--- src/rtl/alu_pkg.sv ---
// Shared ALU definitions: op codes, RV32I opcodes and the issue payload.
// Used by both the ALU issue stage and the execute-side ALU.
package alu_pkg;

  localparam logic [3:0] ALU_ADD  = 4'b0000;
  localparam logic [3:0] ALU_SUB  = 4'b1000;
  localparam logic [3:0] ALU_SLL  = 4'b0001;
  localparam logic [3:0] ALU_SLT  = 4'b0010;
  localparam logic [3:0] ALU_SLTU = 4'b0011;
  localparam logic [3:0] ALU_XOR  = 4'b0100;
  localparam logic [3:0] ALU_SRL  = 4'b0101;
  localparam logic [3:0] ALU_SRA  = 4'b1101;
  localparam logic [3:0] ALU_OR   = 4'b0110;
  localparam logic [3:0] ALU_AND  = 4'b0111;

  localparam logic [6:0] OPC_OP     = 7'b0110011;
  localparam logic [6:0] OPC_OP_IMM = 7'b0010011;
  localparam logic [6:0] OPC_LUI    = 7'b0110111;
  localparam logic [6:0] OPC_AUIPC  = 7'b0010111;

  typedef struct packed {
    logic [3:0]  alu_op;
    logic [31:0] op1;
    logic [31:0] op2;
    logic [4:0]  rd;
    logic        rd_we;
  } alu_payload_t;

  function automatic logic [31:0] sext12(input logic [11:0] imm);
    return {{20{imm[11]}}, imm};
  endfunction

endpackage

--- src/rtl/alu_issue_decode.sv ---
// Combinational RV32I OP/OP-IMM/LUI/AUIPC decode into ALU op and operands.
// Illegal encodings yield a safe payload (ADD, zero operands, no writeback).
module alu_issue_decode
  import alu_pkg::*;
#(
  parameter int XLEN           = 32,
  parameter int SUPPRESS_X0_WE = 1
) (
  input  logic [31:0]     instr,
  input  logic [XLEN-1:0] pc,
  input  logic [XLEN-1:0] rs1_data,
  input  logic [XLEN-1:0] rs2_data,
  output alu_payload_t    payload,
  output logic            illegal
);

  logic [6:0]  opc;
  logic [2:0]  f3;
  logic [6:0]  f7;
  logic [4:0]  rd;
  logic        legal;
  logic [3:0]  alu_op;
  logic [31:0] op1;
  logic [31:0] op2;
  logic        f7_zero;
  logic        f7_alt;

  assign opc     = instr[6:0];
  assign f3      = instr[14:12];
  assign f7      = instr[31:25];
  assign rd      = instr[11:7];
  assign f7_zero = (f7 == 7'b0000000);
  assign f7_alt  = (f7 == 7'b0100000);

  always_comb begin
    legal  = 1'b0;
    alu_op = ALU_ADD;
    op1    = '0;
    op2    = '0;
    unique case (1'b1)
      (opc == OPC_OP): begin
        op1    = rs1_data;
        op2    = rs2_data;
        alu_op = {instr[30], f3};
        legal  = f7_zero |
                 (f7_alt & ((f3 == 3'b000) | (f3 == 3'b101)));
      end
      (opc == OPC_OP_IMM): begin
        op1    = rs1_data;
        op2    = sext12(instr[31:20]);
        alu_op = {1'b0, f3};
        legal  = 1'b1;
        if (f3 == 3'b001) begin
          op2    = {27'b0, instr[24:20]};
          alu_op = {instr[30], f3};
          legal  = f7_zero;
        end else if (f3 == 3'b101) begin
          op2    = {27'b0, instr[24:20]};
          alu_op = {instr[30], f3};
          legal  = f7_zero | f7_alt;
        end
      end
      (opc == OPC_LUI): begin
        op2   = {instr[31:12], 12'b0};
        legal = 1'b1;
      end
      (opc == OPC_AUIPC): begin
        op1   = pc;
        op2   = {instr[31:12], 12'b0};
        legal = 1'b1;
      end
      default: legal = 1'b0;
    endcase
  end

  always_comb begin
    payload = '0;
    if (legal) begin
      payload.alu_op = alu_op;
      payload.op1    = op1;
      payload.op2    = op2;
      payload.rd     = rd;
      payload.rd_we  = ~((SUPPRESS_X0_WE != 0) && (rd == 5'd0));
    end
  end

  assign illegal = ~legal;

endmodule

--- src/rtl/alu_issue_stage.sv ---
// ALU issue stage: decode, register and skid-buffer ALU payloads.
// ALU_ISSUE_ILLEGAL_EN: pass illegal ops through flagged, else drop them.
module alu_issue_stage
  import alu_pkg::*;
#(
  parameter int XLEN           = 32,
  parameter int SUPPRESS_X0_WE = 1
) (
  input  logic            clk,
  input  logic            rst_n,
  input  logic            flush,
  input  logic            in_valid,
  output logic            in_ready,
  input  logic [31:0]     in_instr,
  input  logic [XLEN-1:0] in_pc,
  input  logic [XLEN-1:0] in_rs1_data,
  input  logic [XLEN-1:0] in_rs2_data,
  output logic            out_valid,
  input  logic            out_ready,
  output logic [3:0]      out_alu_op,
  output logic [31:0]     out_operand1,
  output logic [31:0]     out_operand2,
  output logic [4:0]      out_rd,
  output logic            out_rd_we
`ifdef ALU_ISSUE_ILLEGAL_EN
  ,
  output logic            out_illegal
`endif
);

  alu_payload_t dec;
  alu_payload_t main_q;
  alu_payload_t skid_q;
  logic         dec_illegal;
  logic         main_v;
  logic         skid_v;
  logic         rdy_q;
  logic         acc;
  logic         load;
  logic         drain;
  logic         main_from_skid;
  logic         main_from_in;
  logic         skid_from_in;

  alu_issue_decode #(
    .XLEN           (XLEN),
    .SUPPRESS_X0_WE (SUPPRESS_X0_WE)
  ) u_dec (
    .instr    (in_instr),
    .pc       (in_pc),
    .rs1_data (in_rs1_data),
    .rs2_data (in_rs2_data),
    .payload  (dec),
    .illegal  (dec_illegal)
  );

  assign acc = in_valid & rdy_q;
`ifdef ALU_ISSUE_ILLEGAL_EN
  assign load = acc;
`else
  // Illegal ops are consumed here and never reach execute.
  assign load = acc & ~dec_illegal;
`endif
  assign drain          = ~main_v | out_ready;
  assign main_from_skid = drain & skid_v;
  assign main_from_in   = drain & ~skid_v & load;
  assign skid_from_in   = ~drain & load;

  always_ff @(posedge clk) begin
    if (!rst_n) begin
      main_v <= 1'b0;
      skid_v <= 1'b0;
      rdy_q  <= 1'b0;
      main_q <= '0;
      skid_q <= '0;
    end else if (flush) begin
      main_v <= 1'b0;
      skid_v <= 1'b0;
      rdy_q  <= 1'b1;
    end else begin
      if (main_from_skid) begin
        main_q <= skid_q;
      end else if (main_from_in) begin
        main_q <= dec;
      end
      if (skid_from_in) begin
        skid_q <= dec;
      end
      if (drain) begin
        main_v <= skid_v | load;
        skid_v <= 1'b0;
        rdy_q  <= 1'b1;
      end else if (load) begin
        skid_v <= 1'b1;
        rdy_q  <= 1'b0;
      end
    end
  end

`ifdef ALU_ISSUE_ILLEGAL_EN
  logic main_ill;
  logic skid_ill;

  always_ff @(posedge clk) begin
    if (!rst_n) begin
      main_ill <= 1'b0;
      skid_ill <= 1'b0;
    end else if (!flush) begin
      if (main_from_skid) begin
        main_ill <= skid_ill;
      end else if (main_from_in) begin
        main_ill <= dec_illegal;
      end
      if (skid_from_in) begin
        skid_ill <= dec_illegal;
      end
    end
  end

  assign out_illegal = main_ill;
`endif

  assign in_ready     = rdy_q;
  assign out_valid    = main_v;
  assign out_alu_op   = main_q.alu_op;
  assign out_operand1 = main_q.op1;
  assign out_operand2 = main_q.op2;
  assign out_rd       = main_q.rd;
  assign out_rd_we    = main_q.rd_we;

endmodule
--- config.mk ---
export PLATFORM = sky130hd
export DESIGN_NAME = alu_issue_stage
export DESIGN_NICKNAME = d
export VERILOG_FILES = /design/src/rtl/alu_pkg.sv /design/src/rtl/alu_issue_decode.sv /design/src/rtl/alu_issue_stage.sv
export SDC_FILE = /design/constraint.sdc
export NUM_CORES = 1
export LEC_CHECK = 0
export CORE_MARGIN = 2
export CORE_UTILIZATION = 52
export CTS_BUF_LIST = sky130_fd_sc_hd__clkbuf_16
export DETAILED_ROUTE_END_ITERATION = 10
export PLACE_DENSITY = 0.93
export SLEW_MARGIN = 5
export SYNTH_ARGS = -nofsm -noshare
export SYNTH_HDL_FRONTEND = slang
export SYNTH_SLANG_ARGS = --single-unit
export TNS_END_PERCENT = 100
--- constraint.sdc ---
create_clock -name clk -period 2.95 [get_ports clk]
set_input_delay 0.295 -clock clk [delete_from_list [all_inputs] [get_ports clk]]
set_output_delay 0.295 -clock clk [all_outputs]
set_load 0.1 [all_outputs]
After elaboration in Yosys (flattened, before gate mapping)
Cells that the tools add are included.
{"block": "classes", "reduce_logical": 11, "eq_ne": 7, "n_mux": 16, "bitwise": 18}
{"cell": "$mux 74", "count": 3}
{"cell": "$pmux 32 s3", "count": 1}
{"cell": "$mux 32", "count": 2}
{"cell": "$pmux 32 s2", "count": 1}
{"cell": "$eq 7x6->1 const B", "count": 3}
{"cell": "$eq 7x5->1 const B", "count": 2}
{"cell": "$mux 4", "count": 2}
{"cell": "$pmux 4 s2", "count": 1}
{"cell": "$and 1x1->1", "count": 7}
{"cell": "$logic_not 7->1", "count": 1}
{"cell": "$not 1->1", "count": 6}
{"cell": "$reduce_or 2->1", "count": 3}
{"cell": "$logic_not 5->1", "count": 1}
{"cell": "$mux 1", "count": 5}
{"cell": "$or 1x1->1", "count": 5}
{"cell": "$reduce_and 2->1", "count": 2}
{"cell": "$eq 3x1->1 const B", "count": 1}
{"cell": "$eq 3x3->1 const B", "count": 1}
{"cell": "$logic_not 3->1", "count": 1}
{"cell": "$pmux 1 s3", "count": 1}
{"cell": "$reduce_bool 3->1", "count": 1}
{"cell": "$reduce_or 3->1", "count": 1}
{"cell": "$reduce_bool 2->1", "count": 1}
{"block": "word_totals", "output_inout_bits": 76, "elab_cells": 65, "inputBits": 133, "register_bits": 151}

Logic depth before layout (Yosys ltp)
Gate-level depths: netlist (run 1).
{"block": "logic_depth", "ltp_word": 9, "depth_mapped": 9, "depth_no_buf": 5}

Cells and area by module
Synthesis (run 1) repeated with hierarchy kept, for this count alone.
{"block": "hier_totals", "hier_cells": 984, "area_unflattened_um2": 8275.4}
{"mod": "alu_issue_stage", "instances": 1, "cells_per_inst": 764, "area_each_um2": 6902.9, "seq_area_each_um2": 3022.9}
{"mod": "alu_issue_decode", "instances": 1, "cells_per_inst": 220, "area_each_um2": 1372.6, "seq_area_each_um2": 0.0}

Worst setup path after synthesis (run 1)
Ideal clock, no wire load.
{"block": "synth_timing", "path_kind": "register to register", "startpoint": "register rdy_q (netlist: in_ready)", "endpoint": "register main_q, in the netlist out_operand2[12]", "stages_incl_launch_ff": 6, "arrival_time_ps": 2413, "n_path_buf": 1, "slack_ps": 445, "path_cell_list": "dfxtp_1 > nand2_1 > nor4_2 > clkbuf_1 > a211oi_1 > a311oi_1"}
{"block": "synth_between", "elab_chain_cells": 5}
{"element": "from (decl)", "line": "alu_issue_stage.sv:37", "text": "logic rdy_q;"}
{"element": "from (signal assigned)", "line": "alu_issue_stage.sv:73", "text": "rdy_q <= 1'b0;"}
{"element": "from (signal assigned)", "line": "alu_issue_stage.sv:79", "text": "rdy_q <= 1'b1;"}
{"element": "from (signal assigned)", "line": "alu_issue_stage.sv:92", "text": "rdy_q <= 1'b1;"}
{"element": "$and 1x1->1", "line": "alu_issue_stage.sv:57", "text": "assign acc = in_valid & rdy_q;"}
{"element": "$and 1x1->1", "line": "alu_issue_stage.sv:62", "text": "assign load = acc & ~dec_illegal;"}
{"element": "$and 1x1->1", "line": "alu_issue_stage.sv:66", "text": "assign main_from_in = drain & ~skid_v & load;"}
{"element": "$reduce_bool 2->1 (no line)"}
{"element": "$reduce_and 2->1 (no line)"}
{"element": "to (signal assigned)", "line": "alu_issue_stage.sv:82", "text": "main_q <= skid_q;"}
{"element": "to (decl)", "line": "alu_issue_stage.sv:32", "text": "alu_payload_t main_q;"}
No other way between the ends.
A chain may end at the register's enable or synchronous reset.

Final worst setup path (run 1)
{"block": "layout_timing", "startpoint": "input port in_instr[12]", "endpoint": "register main_q, in the netlist out_operand1[22]"}
{"block": "layout_between", "elab_chain_cells": 9, "elab_cells_between_ends": 16, "classes_between": "eq/ne: 2; mux: 6; bitwise: 5; reduce/logical: 3"}
{"element": "from (decl)", "line": "alu_issue_stage.sv:14", "text": "input logic [31:0] in_instr,"}
{"element": "$eq 3x3->1 / $logic_not 3->1 (equally long branches)", "line": "alu_issue_decode.sv:46, alu_issue_decode.sv:57"}
{"element": "$or 1x1->1", "line": "alu_issue_decode.sv:46", "text": "(f7_alt & ((f3 == 3'b000) | (f3 == 3'b101)));"}
{"element": "$and 1x1->1", "line": "alu_issue_decode.sv:46"}
{"element": "$or 1x1->1", "line": "alu_issue_decode.sv:45", "text": "legal = f7_zero |"}
{"element": "$pmux 1 s3 (*)", "line": "alu_issue_decode.sv:40", "text": "unique case (1'b1)"}
{"element": "$and 1x1->1", "line": "alu_issue_stage.sv:62"}
{"element": "$and 1x1->1", "line": "alu_issue_stage.sv:66"}
{"element": "$reduce_bool 2->1 (no line)"}
{"element": "$reduce_and 2->1 (no line)"}
Every way passes the cells marked *; elsewhere a longest branch is shown, timed or not. The select of a mux whose other input is x is not followed.

==> results of run 1 <==
==> layout by cell type (no fill, tap or decap), types with 11 or more instances in the layout <==
cell and n:
sky130_fd_sc_hd__a211oi_1 28, sky130_fd_sc_hd__nand3_1 73, sky130_fd_sc_hd__a311oi_1 18, sky130_fd_sc_hd__a22oi_1 11
sky130_fd_sc_hd__buf_4 113, sky130_fd_sc_hd__inv_1 19, sky130_fd_sc_hd__a221oi_1 18, sky130_fd_sc_hd__clkbuf_16 17
sky130_fd_sc_hd__nor2b_1 36, sky130_fd_sc_hd__o2bb2ai_1 44, sky130_fd_sc_hd__clkdlybuf4s50_1 131, sky130_fd_sc_hd__o21ai_0 75
sky130_fd_sc_hd__a32oi_1 44, sky130_fd_sc_hd__dfxtp_1 151, sky130_fd_sc_hd__nor2_1 48, sky130_fd_sc_hd__a21oi_1 116
sky130_fd_sc_hd__nand2_1 64
==> cells by family after synthesis <==
logic type	after synthesis	share of synthesized area [%]
mux	6	0.8003
flops	151	40.28
xor+xnor	1	0.1167
simple gates	261	17.11
compound gates	375	34.06
buf+inv	128	7.636
==> stage by stage <==
stage | worst slack, ns | hold WS, ns | TNS, ns | util [%]
detailed placement | -0.03235 | 0.4495 | -0.05507 | 68.08
CTS | 0.3573 | 0.4682 | 0 | 72.25
floorplan | 0.4454 | 0.4240 | 0 | -
global placement | 0.1172 | 0.4466 | 0 | 68.08
global route | 0.1860 | 0.4785 | 0 | 72.25
finish | 0.3403 | 0.4686 | 0 | 72.25
==> report_power, final <==
part | switching, mW | internal (mW) | total [mW]
registers | 0.00147 | 2.04 | 2.04
logic | 0.274 | 0.240 | 0.514
clock network | 0.866 | 1.32 | 2.18
==> worst max path at each step <==
stage | slack [ns] | to
floorplan | 0.45 | out_operand2[12]
global placement | 0.12 | out_operand1[19]
detailed placement | -0.03 | out_operand1[22]
CTS | 0.36 | out_operand1[22]
global route | 0.19 | out_operand1[22]
finish | 0.34 | out_operand1[22]
==> critical path, cell delays in order <==
cell and delay (ns):
sky130_fd_sc_hd__clkdlybuf4s50_1 0.60, sky130_fd_sc_hd__xor2_1 0.26, sky130_fd_sc_hd__o211ai_1 0.16, sky130_fd_sc_hd__and3_4 0.25, sky130_fd_sc_hd__buf_4 0.17, sky130_fd_sc_hd__a21oi_4 0.93, sky130_fd_sc_hd__o2bb2ai_1 0.17
==> sequential cells by signal (all words and copies together) (netlist names) <==
signal	count
out_valid	1
skid_q	74
out_alu_op	4
out_rd	5
out_operand1	32
skid_v	1
out_rd_we	1
out_operand2	32
in_ready	1
==> routing by layer <==
layer	global-route usage, %	routed length (µm)
met2	51.13	11850
met3	6.639	2542
met1	39.88	9481
met5	0	0
met4	17.13	1024
==> final cells by class <==
type	count	area, µm²	area share (%)
clock buffer	17	425.4	4.209
sequential	151	3023	29.91
clock inverter	14	158.9	1.572
tap	180	225.2	2.228
inverter	21	80.08	0.7923
multi-input combinational	643	3970	39.28
timing repair buffer	248	2225	22.01
==> reports/qor.txt, run 1 <==
======================================================================================
Status                                                                    finished, final reports clean
Clock tree sinks                                                                   151
Cell types occupying the most area after synthesis                        sky130_fd_sc_hd__dfxtp_1 40%, sky130_fd_sc_hd__a21oi_1 7.8%, sky130_fd_sc_hd__a32oi_1 5.1%, sky130_fd_sc_hd__o2bb2ai_1 5.1%, sky130_fd_sc_hd__o21ai_0 5.0%
Leading cell type by number of instances after synthesis                  sky130_fd_sc_hd__dfxtp_1
Achievable clock frequency                                                   383.2 MHz
Clock transition at path regs                                                  0.06 ns
Crit path launch                                                          in_instr[12]
WL final                                                                     24,900 µm
Via total after detailed routing                                                 8,272
Max-capacitance violation count                                                      0
Hold Path Class                                                           register to register
Top cell type by total area after synthesis                               sky130_fd_sc_hd__dfxtp_1
Number of distinct standard cells referenced by the synthesized netlist             47
Cell count after synthesis                                                         922
Area enclosed by the die boundary                                           15,410 µm²
Post-route standard cell area excluding fillers                             10,110 µm²
Routed via count divided by cell count                                           6.493
Mapped cell area                                                              7505 µm²
Number of cells in the design after placement                                    1,243
Number of hold buffers added after CTS                                               0
Mapped Nets                                                                      1,055
Cts bufs inserted                                                                   17
Power density of the placed cells                                         468.9 nW/µm²
Maximum level of the CTS H-tree                                                      4
Post-route antenna net violation count                                               0
Antenna diode count                                                                  0
Fraction of synthesized cell area taken by the top area cell type               40.28%
Row count                                                                           43
Final estimated routing congestion in global placement                          0.9411
Portion of the post-synthesis area used by sequential elements                  40.28%
Post-detailed-placement half-perimeter wirelength                            15,890 µm
Die boundary height                                                           124.1 µm
Worst-Margin Slew                                                             1.204 ns
CTS tree                                                                          done
Start point of the worst min-delay path                                   out_operand1[16]
Maximum clock skew at final layout                                         0.007941 ns
Setup repair after global routing missed its margin                                 no
Synthesis-stage register bit count                                                 151
Peak fanout along the critical path                                                 44
Average routed wire per standard cell                                         19.54 µm
Worst VDD drop                                                             0.0004064 V
Crit share post-route                                                           88.47%
Global-route wire length before repair                                       38,530 µm
Proportion of layout cells with a drive suffix above 1                          15.27%
Mean post-synth cell area                                                    8.140 µm²
Number of gates resized after CTS                                                    0
Worst reg2reg startpoint                                                     out_valid
Clk_lat worst skew                                                             0.42 ns
Endpoint of the worst hold-timing path                                    out_operand1[16]
Maximum number of pins on one net before global-route repair                        92
Yosys warning count                                                                  0
Core area                                                                   13,990 µm²
Net count of the finished layout                                                 1,215
Endpoint class of the critical path                                           register
Finish-stage setup viols                                                             0
Buffers inserted by post-CTS timing repair                                           0
Fillers                                                                          1,048
Launching element type of the critical path                                  input pin
Commonest cells post-synth                                                151 x sky130_fd_sc_hd__dfxtp_1, 117 x sky130_fd_sc_hd__a21oi_1, 78 x sky130_fd_sc_hd__clkbuf_1, 75 x sky130_fd_sc_hd__o21ai_0, 74 x sky130_fd_sc_hd__nand3_1
Horizontal die dimension                                                      124.1 µm
Post-synth ARST share                                                               0%
Final instance count without filler cells                                        1,274
Clock root cell                                                           sky130_fd_sc_hd__clkbuf_16
Ports placed on the boundary                                                       209
Count of port buffers added during placement                                       208
Worst slew margin relative to its limit                                         19.52%
Tmin final                                                                    2.610 ns
DRC violation count after routing                                                    0
Worst path arrival time                                                        2.86 ns
First-pass DRT Iterations                                                            6
Overall power after layout                                                    4.739 mW
Worst-case reg-to-reg path depth                                                     5
Initial antenna violation count                                                      0
Number of enable-type register cells in the synthesized netlist                      0
Terminus of the critical flop-to-flop path                                out_operand1[22]
Total track usage                                                               31.79%
Commonest register cell after synthesis                                   sky130_fd_sc_hd__dfxtp_1
Starting density of the core                                                    53.65%
Crit Path Category                                                        input pin to register
Area after detailed placement                                                 9523 µm²
Largest buffer count on any clock path                                               2
Number of hold violations in the final report                                        0
Number of DRC markers after the initial detailed-route iteration                 1,075
Leakage                                                                       3.433 nW
Remaining global-route overflow                                                      0
Layout Area Growth over Synthesis                                               34.68%
Setup slack, reg-to-reg                                                        0.52 ns
Worst endpoint required time                                                   3.20 ns
Slew Limit Fails                                                                     0
Number of global-route vias before repair                                        7,746
WHS Path Cells                                                                       1
======================================================================================
No activity file was read; power rests on OpenSTA's default activity.
==> inputs of run 2 (changes only) <==
--- a/config.mk
+++ b/config.mk
@@ -6,12 +6,12 @@
 export NUM_CORES = 1
 export LEC_CHECK = 0
 export CORE_MARGIN = 2
-export CORE_UTILIZATION = 52
-export CTS_BUF_LIST = sky130_fd_sc_hd__clkbuf_16
+export CORE_UTILIZATION = 53
 export DETAILED_ROUTE_END_ITERATION = 10
-export PLACE_DENSITY = 0.93
+export PLACE_DENSITY = 0.92
 export SLEW_MARGIN = 5
 export SYNTH_ARGS = -nofsm -noshare
 export SYNTH_HDL_FRONTEND = slang
+export SYNTH_HIERARCHICAL = 1
 export SYNTH_SLANG_ARGS = --single-unit
 export TNS_END_PERCENT = 100
==> reports/qor.txt, run 2 <==
==========================================================================================
Antenna diode count                                                                      0   unchanged
Total track usage                                                                   28.26%   was 31.79%
Terminus of the critical flop-to-flop path                                      skid_q[17]   was out_operand1[22]
WHS Path Cells                                                                           2   was 1
Slew Limit Fails                                                                         0   unchanged
Largest buffer count on any clock path                                                   2   unchanged
DRC violation count after routing                                                        0   unchanged
Mean post-synth cell area                                                        8.410 µm²   was 8.140 µm²
First-pass DRT Iterations                                                                7   was 6
CTS tree                                                                              done   unchanged
Global-route wire length before repair                                           37,740 µm   was 38,530 µm
Post-synth ARST share                                                                   0%   unchanged
Initial antenna violation count                                                          0   unchanged
Number of DRC markers after the initial detailed-route iteration                       751   was 1,075
Dpl ws                                                                        -0.003758 ns   was -0.03235 ns
Fillers                                                                              1,159   was 1,048
Clock tree sinks                                                                       151   unchanged
Number of hold violations in the final report                                            0   unchanged
Most frequent cells in the layout                                             150 x sky130_fd_sc_hd__dfxtp_1, 131 x sky130_fd_sc_hd__clkdlybuf4s50_1, 112 x sky130_fd_sc_hd__buf_4, 88 x sky130_fd_sc_hd__nand2_1, 81 x sky130_fd_sc_hd__nand3_1   was 151 x sky130_fd_sc_hd__dfxtp_1, 131 x sky130_fd_sc_hd__clkdlybuf4s50_1, 116 x sky130_fd_sc_hd__a21oi_1, 113 x sky130_fd_sc_hd__buf_4, 75 x sky130_fd_sc_hd__o21ai_0
Core area                                                                       15,200 µm²   was 13,990 µm²
Crit Path Category                                                            input pin to register   unchanged
Setup repair after global routing missed its margin                                     no   unchanged
Hold Path Class                                                               input pin to register   was register to register
Cell types occupying the most area after synthesis                            sky130_fd_sc_hd__dfxtp_1 37%, sky130_fd_sc_hd__mux2i_1 9.6%, sky130_fd_sc_hd__o211ai_1 6.8%, sky130_fd_sc_hd__nand2b_1 5.8%, sky130_fd_sc_hd__nand3_1 4.9%   was sky130_fd_sc_hd__dfxtp_1 40%, sky130_fd_sc_hd__a21oi_1 7.8%, sky130_fd_sc_hd__a32oi_1 5.1%, sky130_fd_sc_hd__o2bb2ai_1 5.1%, sky130_fd_sc_hd__o21ai_0 5.0%
Worst VDD drop                                                                 0.0003974 V   was 0.0004064 V
Main combinational cell family by area after synthesis                        compound AO/OA/AOI/OAI gates   unchanged
Compound-cell area share of the yosys netlist                                       27.25%   was 34.06%
Peak fanout along the critical path                                                     42   was 44
Final estimated routing congestion in global placement                              0.9029   was 0.9411
Finish-stage setup viols                                                                 0   unchanged
Start point of the worst min-delay path                                              rst_n   was out_operand1[16]
Final instance count without filler cells                                            1,348   was 1,274
Number of enable-type register cells in the synthesized netlist                          0   unchanged
Clock root cell                                                               sky130_fd_sc_hd__clkbuf_16   unchanged
Launching element type of the critical path                                      input pin   unchanged
Number of cells in the design after placement                                        1,316   was 1,243
Reg with most FFs                                                                   skid_q   unchanged
Maximum number of pins on one net before global-route repair                            90   was 92
Top cell type by total area after synthesis                                   sky130_fd_sc_hd__dfxtp_1   unchanged
Power density of the placed cells                                             430.7 nW/µm²   was 468.9 nW/µm²
Worst-path cell with the longest stage delay                                  sky130_fd_sc_hd__or4_4   was sky130_fd_sc_hd__a21oi_4
Count of port buffers added during placement                                           208   unchanged
Clock transition at path regs                                                      0.06 ns   about the same
Endpoint class of the critical path                                               register   unchanged
Total buffers and inverters traversed by the critical path                               2   unchanged
Top Family by Delay on Critical Path                                          simple AND/OR/NAND/NOR gates   was compound AO/OA/AOI/OAI gates
Delay of the slowest cell on the worst path                                        0.59 ns   was 0.93 ns
Number of hold buffers added after CTS                                                   0   unchanged
Leakage                                                                           4.164 nW   was 3.433 nW
Post-detailed-placement half-perimeter wirelength                                15,760 µm   was 15,890 µm
Number of flip-flops in the largest register                                            74   unchanged
Share of synthesized cell area in full adder, half adder and majority cells             0%   unchanged
Worst slew margin relative to its limit                                             21.98%   was 19.52%
Mapped Nets                                                                          1,117   was 1,055
Commonest non-fill, non-tap cell in the layout                                sky130_fd_sc_hd__dfxtp_1   unchanged
Maximum level of the CTS H-tree                                                          4   unchanged
Average routed wire per standard cell                                             17.52 µm   was 19.54 µm
Proportion of layout cells with a drive suffix above 1                              15.52%   was 15.27%
Clk_lat worst skew                                                                 0.43 ns   was 0.42 ns
Tmin final                                                                        2.561 ns   was 2.610 ns
Horizontal die dimension                                                          129.0 µm   was 124.1 µm
Worst path arrival time                                                            2.86 ns   about the same
Yosys warning count                                                                      6   was 0
Critical-path cell list                                                       clkdlybuf4s50_1 -> or4_4 -> o311ai_4 -> a31oi_4 -> nand2b_1 -> and3b_2 -> o211ai_4 -> buf_12 -> mux2i_1   was clkdlybuf4s50_1 -> xor2_1 -> o211ai_1 -> and3_4 -> buf_4 -> a21oi_4 -> o2bb2ai_1
Buffers inserted by post-CTS timing repair                                               0   unchanged
Number of global-route vias before repair                                            7,717   was 7,746
Least setup slack across all paths after layout                                  0.3895 ns   was 0.3403 ns
Synthesis-stage register bit count                                                     151   unchanged
Share of cell area taken by muxes after synthesis                                   9.555%   was 0.8003%
Commonest cells post-synth                                                    151 x sky130_fd_sc_hd__dfxtp_1, 88 x sky130_fd_sc_hd__nand2_1, 81 x sky130_fd_sc_hd__nand3_1, 79 x sky130_fd_sc_hd__mux2i_1, 77 x sky130_fd_sc_hd__nand2b_1   was 151 x sky130_fd_sc_hd__dfxtp_1, 117 x sky130_fd_sc_hd__a21oi_1, 78 x sky130_fd_sc_hd__clkbuf_1, 75 x sky130_fd_sc_hd__o21ai_0, 74 x sky130_fd_sc_hd__nand3_1
Area after detailed placement                                                   10,270 µm²   was 9523 µm²
Post-route antenna net violation count                                                   0   unchanged
Worst-Margin Slew                                                                 1.167 ns   was 1.204 ns
Xor/xnor cell area share of the yosys netlist                                      0.1058%   was 0.1167%
Die boundary height                                                               129.0 µm   was 124.1 µm
Area enclosed by the die boundary                                               16,630 µm²   was 15,410 µm²
Endpoint of the worst hold-timing path                                          skid_q[42]   was out_operand1[16]
Number of distinct standard cells referenced by the synthesized netlist                 42   was 47
Number of gates resized after CTS                                                        0   unchanged
WL final                                                                         23,610 µm   was 24,900 µm
Via total after detailed routing                                                     7,953   was 8,272
Portion of the post-synthesis area used by sequential elements                      36.53%   was 40.28%
Leading cell type by number of instances after synthesis                      sky130_fd_sc_hd__dfxtp_1   unchanged
Achievable clock frequency                                                       390.5 MHz   was 383.2 MHz
Ports placed on the boundary                                                           209   unchanged
Setup slack, reg-to-reg                                                            1.09 ns   was 0.52 ns
Worst-case reg-to-reg path depth                                                         4   was 5
Routed via count divided by cell count                                               5.900   was 6.493
Cts bufs inserted                                                                       17   unchanged
Post-route standard cell area excluding fillers                                 10,880 µm²   was 10,110 µm²
Status                                                                        finished, final reports clean   unchanged
Layout Area Growth over Synthesis                                                   31.45%   was 34.68%
Remaining global-route overflow                                                          0   unchanged
Maximum clock skew at final layout                                             0.009951 ns   was 0.007941 ns
Accumulated negative setup slack                                                      0 ns   unchanged
Row count                                                                               45   was 43
Max-capacitance violation count                                                          0   unchanged
Cell count after synthesis                                                             984   was 922
Fraction of synthesized cell area taken by the top area cell type                   36.53%   was 40.28%
Commonest register cell after synthesis                                       sky130_fd_sc_hd__dfxtp_1   unchanged
Worst reg2reg startpoint                                                         out_valid   unchanged
Worst endpoint required time                                                       3.25 ns   was 3.20 ns
Net count of the finished layout                                                     1,280   was 1,215
Starting density of the core                                                        54.44%   was 53.65%
Crit share post-route                                                               86.80%   was 88.47%
Share of synthesized cell area in and, or, nand and nor gates                       18.64%   was 17.11%
Mapped cell area                                                                  8275 µm²   was 7505 µm²
==========================================================================================
==> run 2: cell types whose count changed in the layout (fill, tap and decap cells not counted), moves of 18 or more <==
cell                        change
sky130_fd_sc_hd__a21oi_1       -88
sky130_fd_sc_hd__o211ai_1      +74
sky130_fd_sc_hd__mux2i_1       +73
sky130_fd_sc_hd__nand2b_1      +73
sky130_fd_sc_hd__a21boi_1      +51
sky130_fd_sc_hd__a32oi_1       -44
sky130_fd_sc_hd__o2bb2ai_1     -44
sky130_fd_sc_hd__nor2b_1       -34
sky130_fd_sc_hd__a211oi_1      -27
sky130_fd_sc_hd__nand2_1       +24
sky130_fd_sc_hd__a21boi_0      +23
sky130_fd_sc_hd__a22oi_1       +21
sky130_fd_sc_hd__a221oi_1      -18
sky130_fd_sc_hd__a311oi_1      -18
==> run 2: area by class of cell <==
cell class / count / area [µm²] / area share [%]
clock buffer: 21 / 461.7 / 4.244
sequential: 151 / 3027 / 27.82
timing repair buffer: 251 / 2303 / 21.18
multi-input combinational: 705 / 4624 / 42.51
clock inverter: 11 / 147.6 / 1.357
inverter: 21 / 78.83 / 0.7246
tap: 188 / 235.2 / 2.162
==> run 2: how the worst max path moves through the flow <==
stage	start	to	slack, ns	cells past startpoint
after floorplan	in_instr[25]	out_alu_op[3]	0.34	11
after global placement	in_instr[25]	out_operand2[12]	0.03	9
after detailed placement	in_instr[25]	out_operand1[21]	-0.004	9
after CTS	in_instr[25]	skid_q[40]	0.43	9
after global routing	in_instr[25]	skid_q[7]	0.27	9
final	in_instr[25]	out_operand1[7]	0.39	9
==> run 2: layer usage <==
layer / track usage [%] / vias to the layer above / wire length [µm]
met3: 6.112 / 61 / 1574
met2: 47.49 / 323 / 11500
met4: 13.36 / 0 / 858
li1: - / 3854 / -
met5: 0 / - / 0
met1: 34.57 / 3715 / 9681
==> run 2: per-stage QoR <==
stage / util (%) / hold slack [ns] / power, mW
2_1_floorplan: - / 0.4469 / 2.253
3_3_place_gp: 67.55 / 0.4448 / 2.482
3_5_place_dp: 67.55 / 0.4527 / 2.486
4_1_cts: 71.56 / 0.3666 / 4.700
5_1_grt: 71.56 / 0.4148 / 4.820
6_report: 71.56 / 0.3763 / 4.685
==> run 2: logic make-up (layout without fill, tap and decap cells) <==
group,count (synthesis),after routing
xor gates and xnor gates,1,1
AOI/OAI and AO/OA,312,312
buffers and inverters,128,304
muxes,79,79
and+or+nand+nor,313,313
DFF,151,151
==> run 2: power breakdown <==
part / leakage (nW) / switching (mW) / internal [mW] / total [mW]
logic: 2.66 / 0.191 / 0.220 / 0.410
clock network: 0.284 / 0.856 / 1.38 / 2.24
registers: 1.22 / 0.000898 / 2.04 / 2.04
total: 4.16 / 1.05 / 3.64 / 4.69
